**config.mk**
```make
export PLATFORM = sky130hd
export DESIGN_NAME = mem_read_arbiter
export DESIGN_NICKNAME = d
export VERILOG_FILES = /design/src/rtl/mem_read_arbiter_pkg.sv /design/src/rtl/mem_read_arbiter_rr_pick.sv /design/src/rtl/mem_read_arbiter.sv
export SDC_FILE = /design/constraint.sdc
export NUM_CORES = 1
export LEC_CHECK = 0
export CAP_MARGIN = 5
export CORE_MARGIN = 5
export CORE_UTILIZATION = 38
export DETAILED_ROUTE_END_ITERATION = 6
export PLACE_DENSITY = 0.86
export SYNTH_ARGS = -nofsm -noshare
export SYNTH_HDL_FRONTEND = slang
export SYNTH_SLANG_ARGS = --single-unit
```
**constraint.sdc**
```tcl
create_clock -name clk -period 2.3 [get_ports clk]
set_clock_uncertainty 0.1 [all_clocks]
set_input_delay 0.23 -clock clk [delete_from_list [all_inputs] [get_ports clk]]
set_output_delay 0.23 -clock clk [all_outputs]
set_load 0.02 [all_outputs]
```
**src/rtl/mem_read_arbiter_pkg.sv**
```systemverilog
// rtl/mem_read_arbiter_pkg.sv - shared types and sizing for the memory read-port arbiter
package mspu_arb_pkg;

    typedef enum logic [1:0] {
        ST_IDLE = 2'd0,
        ST_OWN  = 2'd1,
        ST_GAP  = 2'd2
    } state_t;

    localparam int MAX_REQ = 4;
    localparam int IDXW    = $clog2(MAX_REQ);

endpackage

```
**src/rtl/mem_read_arbiter_rr_pick.sv**
```systemverilog
// rtl/mem_read_arbiter_rr_pick.sv - combinational round-robin select: first requester at or after rr_ptr
module rr_pick
    import mspu_arb_pkg::*;
#(
    parameter int NUM_REQ = 2
)(
    input  logic [NUM_REQ-1:0] req,
    input  logic [IDXW-1:0]    rr_ptr,
    output logic               found,
    output logic [IDXW-1:0]    winner
);

    logic [IDXW:0] idx;
    logic          hit;

    // rr_ptr is always below NUM_REQ, so a single wrap subtraction is enough.
    always_comb begin
        found  = 1'b0;
        winner = '0;
        idx    = '0;
        hit    = 1'b0;
        for (int off = 0; off < NUM_REQ; off++) begin
            idx = {1'b0, rr_ptr} + (IDXW+1)'(off);
            if (idx >= (IDXW+1)'(NUM_REQ)) begin
                idx = idx - (IDXW+1)'(NUM_REQ);
            end
            hit = 1'b0;
            for (int i = 0; i < NUM_REQ; i++) begin
                if (idx[IDXW-1:0] == IDXW'(i)) begin
                    hit = req[i];
                end
            end
            if (hit && !found) begin
                found  = 1'b1;
                winner = idx[IDXW-1:0];
            end
        end
    end

endmodule

```
**src/rtl/mem_read_arbiter.sv**
```systemverilog
// rtl/mem_read_arbiter.sv - burst-granular arbiter for the shared data-memory read port with tagged returns
module mem_read_arbiter
    import mspu_arb_pkg::*;
#(
    parameter int NUM_REQ    = 2,
    parameter int AW         = 32,
    parameter int DW         = 32,
    parameter int RD_LATENCY = 1
)(
    input  logic                  clk,
    input  logic                  reset_n,
    input  logic [NUM_REQ-1:0]    req,
    input  logic [NUM_REQ*AW-1:0] req_addr,
    input  logic [NUM_REQ-1:0]    req_oe,
    output logic [NUM_REQ-1:0]    grant,
    output logic [AW-1:0]         mem_addr,
    output logic                  mem_oe,
    input  logic [DW-1:0]         mem_q,
    output logic [DW-1:0]         rd_q,
    output logic [NUM_REQ-1:0]    rd_valid,
    output logic                  busy
);

    state_t                             state;
    logic   [IDXW-1:0]                  owner;
    logic   [IDXW-1:0]                  rr_ptr;
    logic   [IDXW-1:0]                  mem_tag;
    logic   [RD_LATENCY-1:0]            pipe_v;
    logic   [RD_LATENCY-1:0][IDXW-1:0]  pipe_tag;

    logic                  found;
    logic [IDXW-1:0]       winner;
    logic [NUM_REQ-1:0]    win_onehot;
    logic                  own_req;
    logic                  own_oe;
    logic [AW-1:0]         own_addr;
    logic [IDXW-1:0]       rr_next;

    rr_pick #(
        .NUM_REQ (NUM_REQ)
    ) u_rr_pick (
        .req    (req),
        .rr_ptr (rr_ptr),
        .found  (found),
        .winner (winner)
    );

    // The one-hot grant doubles as the owner mux select, so no variable indexing is needed.
    always_comb begin
        own_req    = 1'b0;
        own_oe     = 1'b0;
        own_addr   = '0;
        win_onehot = '0;
        for (int i = 0; i < NUM_REQ; i++) begin
            win_onehot[i] = (winner == IDXW'(i));
            if (grant[i]) begin
                own_req  = req[i];
                own_oe   = req_oe[i];
                own_addr = req_addr[AW*i +: AW];
            end
        end
    end

    assign rr_next = (owner == IDXW'(NUM_REQ-1)) ? '0 : owner + 1'b1;

    always_ff @(posedge clk or negedge reset_n) begin
        if (!reset_n) begin
            state    <= ST_IDLE;
            grant    <= '0;
            owner    <= '0;
            rr_ptr   <= '0;
            mem_addr <= '0;
            mem_oe   <= 1'b0;
            mem_tag  <= '0;
        end else begin
            mem_oe <= 1'b0;
            case (state)
                ST_IDLE: begin
                    if (found) begin
                        state <= ST_OWN;
                        owner <= winner;
                        grant <= win_onehot;
                    end
                end
                ST_OWN: begin
                    mem_addr <= own_addr;
                    mem_oe   <= own_oe;
                    mem_tag  <= owner;
                    if (!own_req) begin
                        state  <= ST_GAP;
                        grant  <= '0;
                        rr_ptr <= rr_next;
                    end
                end
                ST_GAP: begin
                    if (found) begin
                        state <= ST_OWN;
                        owner <= winner;
                        grant <= win_onehot;
                    end else begin
                        state <= ST_IDLE;
                    end
                end
                default: begin
                    state <= ST_IDLE;
                    grant <= '0;
                end
            endcase
        end
    end

    // Each read carries its owner tag, so returns land correctly across a handover.
    always_ff @(posedge clk or negedge reset_n) begin
        if (!reset_n) begin
            pipe_v   <= '0;
            pipe_tag <= '0;
        end else begin
            pipe_v[0]   <= mem_oe;
            pipe_tag[0] <= mem_tag;
            for (int k = 1; k < RD_LATENCY; k++) begin
                pipe_v[k]   <= pipe_v[k-1];
                pipe_tag[k] <= pipe_tag[k-1];
            end
        end
    end

    always_comb begin
        rd_valid = '0;
        for (int i = 0; i < NUM_REQ; i++) begin
            rd_valid[i] = pipe_v[RD_LATENCY-1] && (pipe_tag[RD_LATENCY-1] == IDXW'(i));
        end
    end

    assign rd_q = mem_q;
    assign busy = (state != ST_IDLE) || mem_oe || (|pipe_v);

endmodule

```
After elaboration in Yosys (flattened, before gate mapping)
Cells that the tools add are included.
{ "word_totals": {"ff_bits": 46, "latchBits": 0, "ramBits": 0, "mem_bits_ro": 0, "input_bits": 102, "out_inout_bits": 70, "word_cells": 68, "mem_count": 0} }
{ "classes": {"n_addsub": 4, "n_mul": 0, "div_mod_pow": 0, "order_cmp": 2, "eq_ne": 10, "shifts": 0, "n_mux": 25, "n_bitwise": 1, "n_reduce_logical": 17} }
{ "op_table": {"columns": ["operator", "n"], "rows": [
  ["32-bit 2-to-1 mux", 2],
  ["2-bit 2-to-1 mux", 9],
  ["2-bit by 1-bit equality test with 1-bit output, second input constant", 6],
  ["1-bit 2-to-1 mux", 12],
  ["2-bit zero test", 5],
  ["2-bit AND reduction", 4],
  ["2-bit one-hot mux with 3 select lines", 1],
  ["2-bit != test, second input constant", 2],
  ["2-bit one-hot mux with 2 select lines", 1],
  ["2-bit subtractor, second input constant", 2],
  ["2-bit by 1-bit adder with 3-bit output, second input constant", 1],
  ["3-bit by 2-bit greater-or-equal comparator with 1-bit output, second input constant", 1],
  ["1-bit logical AND", 3],
  ["2-bit by 1-bit adder with 2-bit output, second input constant", 1],
  ["2-bit equality test, second input constant", 1],
  ["2-bit greater-or-equal comparator, second input constant", 1],
  ["1-bit logical OR", 2],
  ["2-bit by 1-bit != test with 1-bit output, second input constant", 1],
  ["2-bit nonzero test", 1],
  ["2-bit OR reduction", 1],
  ["1-bit zero test", 1],
  ["1-bit NOT", 1]
]} }

Longest topological paths before layout
{ "logic_depth": {"depth_word": 12, "ltp_mapped": 5, "depth_no_buf": 3} }

Hierarchy
A second synthesis with hierarchy kept.
{ "unflattened": {"cells_unflattened": 232, "area_unflattened_um2": 2552.4} }
{ "by_module_without_submodules": {"columns": ["mod", "n_inst", "cells_each", "area_per_inst_um2", "seq_area_each_um2"], "rows": [
  ["mem_read_arbiter", 1, 226, 2518.7, 1151.1],
  ["rr_pick", 1, 6, 33.8, 0.0]
]} }

Worst setup path before layout
No wires, ideal clock.
{ "synth_timing": {"path_kind": "flip-flop to flip-flop", "from": "register grant[0]", "to": "register mem_addr[10]", "setup_time_ns": 0.126, "t_arrival_ns": 1.165, "required_ns": 2.074, "slack_ns": 0.910, "stages_incl_launch_ff": 6, "path_buffers": 2, "synth_period_minus_slack_ns": 1.390, "cell_sequence": "dfrtp_1 > nor2b_4 > buf_6 > buf_6 > a221oi_1 > nor2_1"} }
{ "synth_between": {"elab_chain_cells": 2} }
{ "synth_lines": {"columns": ["element", "line", "text"], "rows": [
  ["start, declared", "mem_read_arbiter.sv:15", "output logic [NUM_REQ-1:0] grant,"],
  ["start signal, assigned", "mem_read_arbiter.sv:82", "grant <= win_onehot;"],
  ["start signal, assigned", "mem_read_arbiter.sv:99", "grant <= win_onehot;"],
  ["32-bit 2-to-1 mux (2 in a row)", "mem_read_arbiter.sv:56", "if (grant[i]) begin"],
  ["end signal, assigned", "mem_read_arbiter.sv:86", "mem_addr <= own_addr;"],
  ["end, declared", "mem_read_arbiter.sv:16", "output logic [AW-1:0] mem_addr,"]
]} }
No other way between the ends.
A chain may end at the register's enable or synchronous reset.

Worst setup path after layout
{ "layout_timing": {"from": "register state[0]", "to": "output busy"} }
{ "layout_between": {"elab_chain_cells": 3} }
{ "layout_lines": {"columns": ["element", "line", "text"], "rows": [
  ["start, declared", "mem_read_arbiter.sv:24", "state_t state;"],
  ["start signal, assigned", "mem_read_arbiter.sv:68", "state <= ST_IDLE;"],
  ["start signal, assigned", "mem_read_arbiter.sv:80", "state <= ST_OWN;"],
  ["start signal, assigned", "mem_read_arbiter.sv:90", "state <= ST_GAP;"],
  ["2-bit nonzero test", "mem_read_arbiter.sv:135", "assign busy = (state != ST_IDLE) || mem_oe || (|pipe_v);"],
  ["1-bit logical OR (2 in a row)", "mem_read_arbiter.sv:135", null],
  ["end, declared", "mem_read_arbiter.sv:21", "output logic busy"]
]} }
No other way between the ends.

==> run_results.csv <==
group,metric,value,unit
cts,cts.path.max_buffers,2,
yosys,synth.area.top_cells,"dfrtp_1 (47%), a221oi_2 (13%), buf_4 (12%)",
cts,clock-sinks,46,
critical_path,endpoint_kind,"primary output",
critical_path,reg2reg_slack,0.31,ns
cells_and_area,multi_input_area,912,um2
global_routing,antenna_found_initial,0,
routing,vias,1932,
global_routing,grt_pass1_vias,2054,
cells_and_area,drive_above_1_share,0.134,
worst_hold_path,holdCritStartpoint,"mem_tag[0]",
routing,dr.pass1.iters,4,
routing,drcViolationCount,0,
sta,rsz0062_at_grt,"false",
worst_hold_path,holdPathStages,0,
cells_and_area,layout_common_cells,"clkdlybuf4s50_1 (106), nor2_1 (65), dfrtp_1 (45), a221oi_2 (21), a221oi_1 (11)",
floorplanning,start_util,0.389,
critical_path,reg2reg_from,"grant[1]",
floorplanning,dieWidth,90.6,um
yosys,synth-seq-area-share,0.467,
yosys,syn_inst,232,
yosys,yosysTopAreaCellShare,0.467,
cells_and_area,area_growth_syn_to_layout,39.1,%
critical_path,start_kind,"register",
yosys,ys_ff_latch,46,
sta,maxSlewViolCount,0,
cells_and_area,stdcell_area,3430,um2
sta,finalCriticalPeriod,2.13,ns
yosys,yosys_warnings,0,
global_routing,grt_max_degree,47,
critical_path,rr_worst_depth,3,
cells_and_area,fin_nets,406,
cts,post_cts_resized,0,
pwr,irDropWorstVdd,0.779,mV
routing,vias_per_cell,5.06,
cells_and_area,final_util,0.540,
pwr,power_density,1400,nW/um2
sta,finalCritPeriodShare,0.928,
sta,slew_headroom,0.298,
yosys,synth_ff_type,"dfrtp_1",
cells_and_area,n_antenna_cell,0,
global_routing,grt_pass1_wl,10.5,mm
place,gp_congestion,0.778,
flow_run,max_cap_viol_count,0,
worst_hold_path,holdPathEnd,"pipe_tag[0]",
critical_path,cp.required,1.97,ns
floorplanning,rows,29,
cts,clk_latency,0.29,ns
worst_hold_path,hold_path_class,"reg -> reg",
outcome,status,"finished clean",
cells_and_area,mostFrequentLayoutCell,"clkdlybuf4s50_1",
sta,tns,0,ns
sta,finalHoldViolations,0,
place,post_dp_cell_area,3280,um2
floorplanning,ios,172,
cells_and_area,fill_cells,572,
floorplanning,die-area,8200,um2
routing,drt_wl_total,6.26,mm
yosys,async_reset_ff_frac,1.00,
cts,cts_setup_buffers,0,
cells_and_area,seqCellArea,1150,um2
pwr,power_leakage,1.44,nW
sta,setup_viol,0,
cts,cts_tree,"yes",
place,port_buffers,107,
routing,drt_iter0_markers,80,
place,dp_hpwl,4.60,mm
routing,drtAntennaViolNets,0,
cts,cts_root_buf,"clkbuf_8",
floorplanning,coreArea,6350,um2
pwr,power.total,4.80,mW
global_routing,grt_util_all_layers,0.152,
routing,wl_per_cell,16.4,um
sta,holdWs,0.290,ns
yosys,avgSynthCellArea,10.6,um2
yosys,syn_area,2470,um2
sta,clock.fmax,468,MHz
critical_path,crit_arrival,1.80,ns
cts,cts_buffers,5,
yosys,ys_types,30,
yosys,syn_nets,334,
cts,clk_pin_slew,0.09,ns
critical_path,critPathMaxFanout,5,
cts,postCtsHoldBufs,1,
yosys,synth_edf_count,0,
sta,worst_pin_slew,1.05,ns
cts,htreeDepth,2,
floorplanning,die_h,90.6,um
yosys,synth_top_cell_by_area,"dfrtp_1",
critical_path,r2r-end,"mem_addr[31]",
critical_path,path_class,"reg -> out",
global_routing,grt_overflow_total,0,
==> worst max-delay path, stage by stage (launching register included) <==
cell and delay [ns]:
dfrtp_1 0.42, or4_1 0.53, clkdlybuf4s50_1 0.56
==> report_power, final <==
group,internal [mW],switching (mW)
Combinational,1.19,1.43
Sequential,1.19,0.261
Clock,0.463,0.270
==> cell families (layout without fill, tap and decap cells) <==
| family | count (synthesis) | in the layout | share of synthesized area |
|---|---|---|---|
| and+or+nand+nor | 89 | 89 | 0.161 |
| muxes | 3 | 3 | 0.0142 |
| DFF | 46 | 46 | 0.467 |
| buffers and inverters | 52 | 125 | 0.165 |
| AOI/OAI and AO/OA | 42 | 42 | 0.193 |
==> layer usage <==
| metal | vias to the layer above | GRT usage | wire length (um) |
|---|---|---|---|
| met3 | 9 | 0.0533 | 614 |
| met5 | - | 0 | 0 |
| met4 | 0 | 0.0397 | 51 |
| li1 | 916 | - | - |
| met1 | 911 | 0.191 | 2610 |
| met2 | 96 | 0.246 | 2980 |
==> worst max-delay path by stage <==
stage | start | endpoint | cells after the start
floorplan | grant[0] | mem_addr[10] | 5
global placement | grant[1] | mem_addr[6] | 3
detailed placement | grant[1] | mem_addr[31] | 3
CTS | state[0] | busy | 2
global route | state[0] | busy | 2
finish | state[0] | busy | 2
==> layout make-up <==
type | count | area share
Sequential cell | 46 | 0.336
Timing Repair Buffer | 113 | 0.324
Multi-Input combinational cell | 134 | 0.266
Tap cell | 77 | 0.0281
Clock buffer | 6 | 0.0241
Clock inverter | 2 | 0.0175
Inverter | 4 | 0.00437
==> synthesized netlist by cell type (2+ instances only) <==
cell type / instances
a221oi_1: 11
a221oi_2: 21
a31oi_1: 2
buf_4: 38
buf_6: 9
dfrtp_1: 46
inv_1: 4
mux2i_1: 2
nand2_1: 10
nand3b_1: 3
nor2_1: 65
nor2b_1: 2
o21ai_0: 2
==> per-stage QoR <==
stage | cells | worst slack (ns)
after floorplan | 232 | 0.910
after global placement | 373 | 0.419
after CTS | 382 | 0.148
after detailed placement | 373 | 0.314
final | 382 | 0.165
after global routing | 382 | 0.0692
==> flip-flops by register name, indices dropped and copies added (netlist names) <==
name      count
mem_addr     32
grant         2
mem_tag       2
owner         2
pipe_tag      2
rr_ptr        2
state         2
mem_oe        1
pipe_v        1
Power figures use the tool's default switching activity.
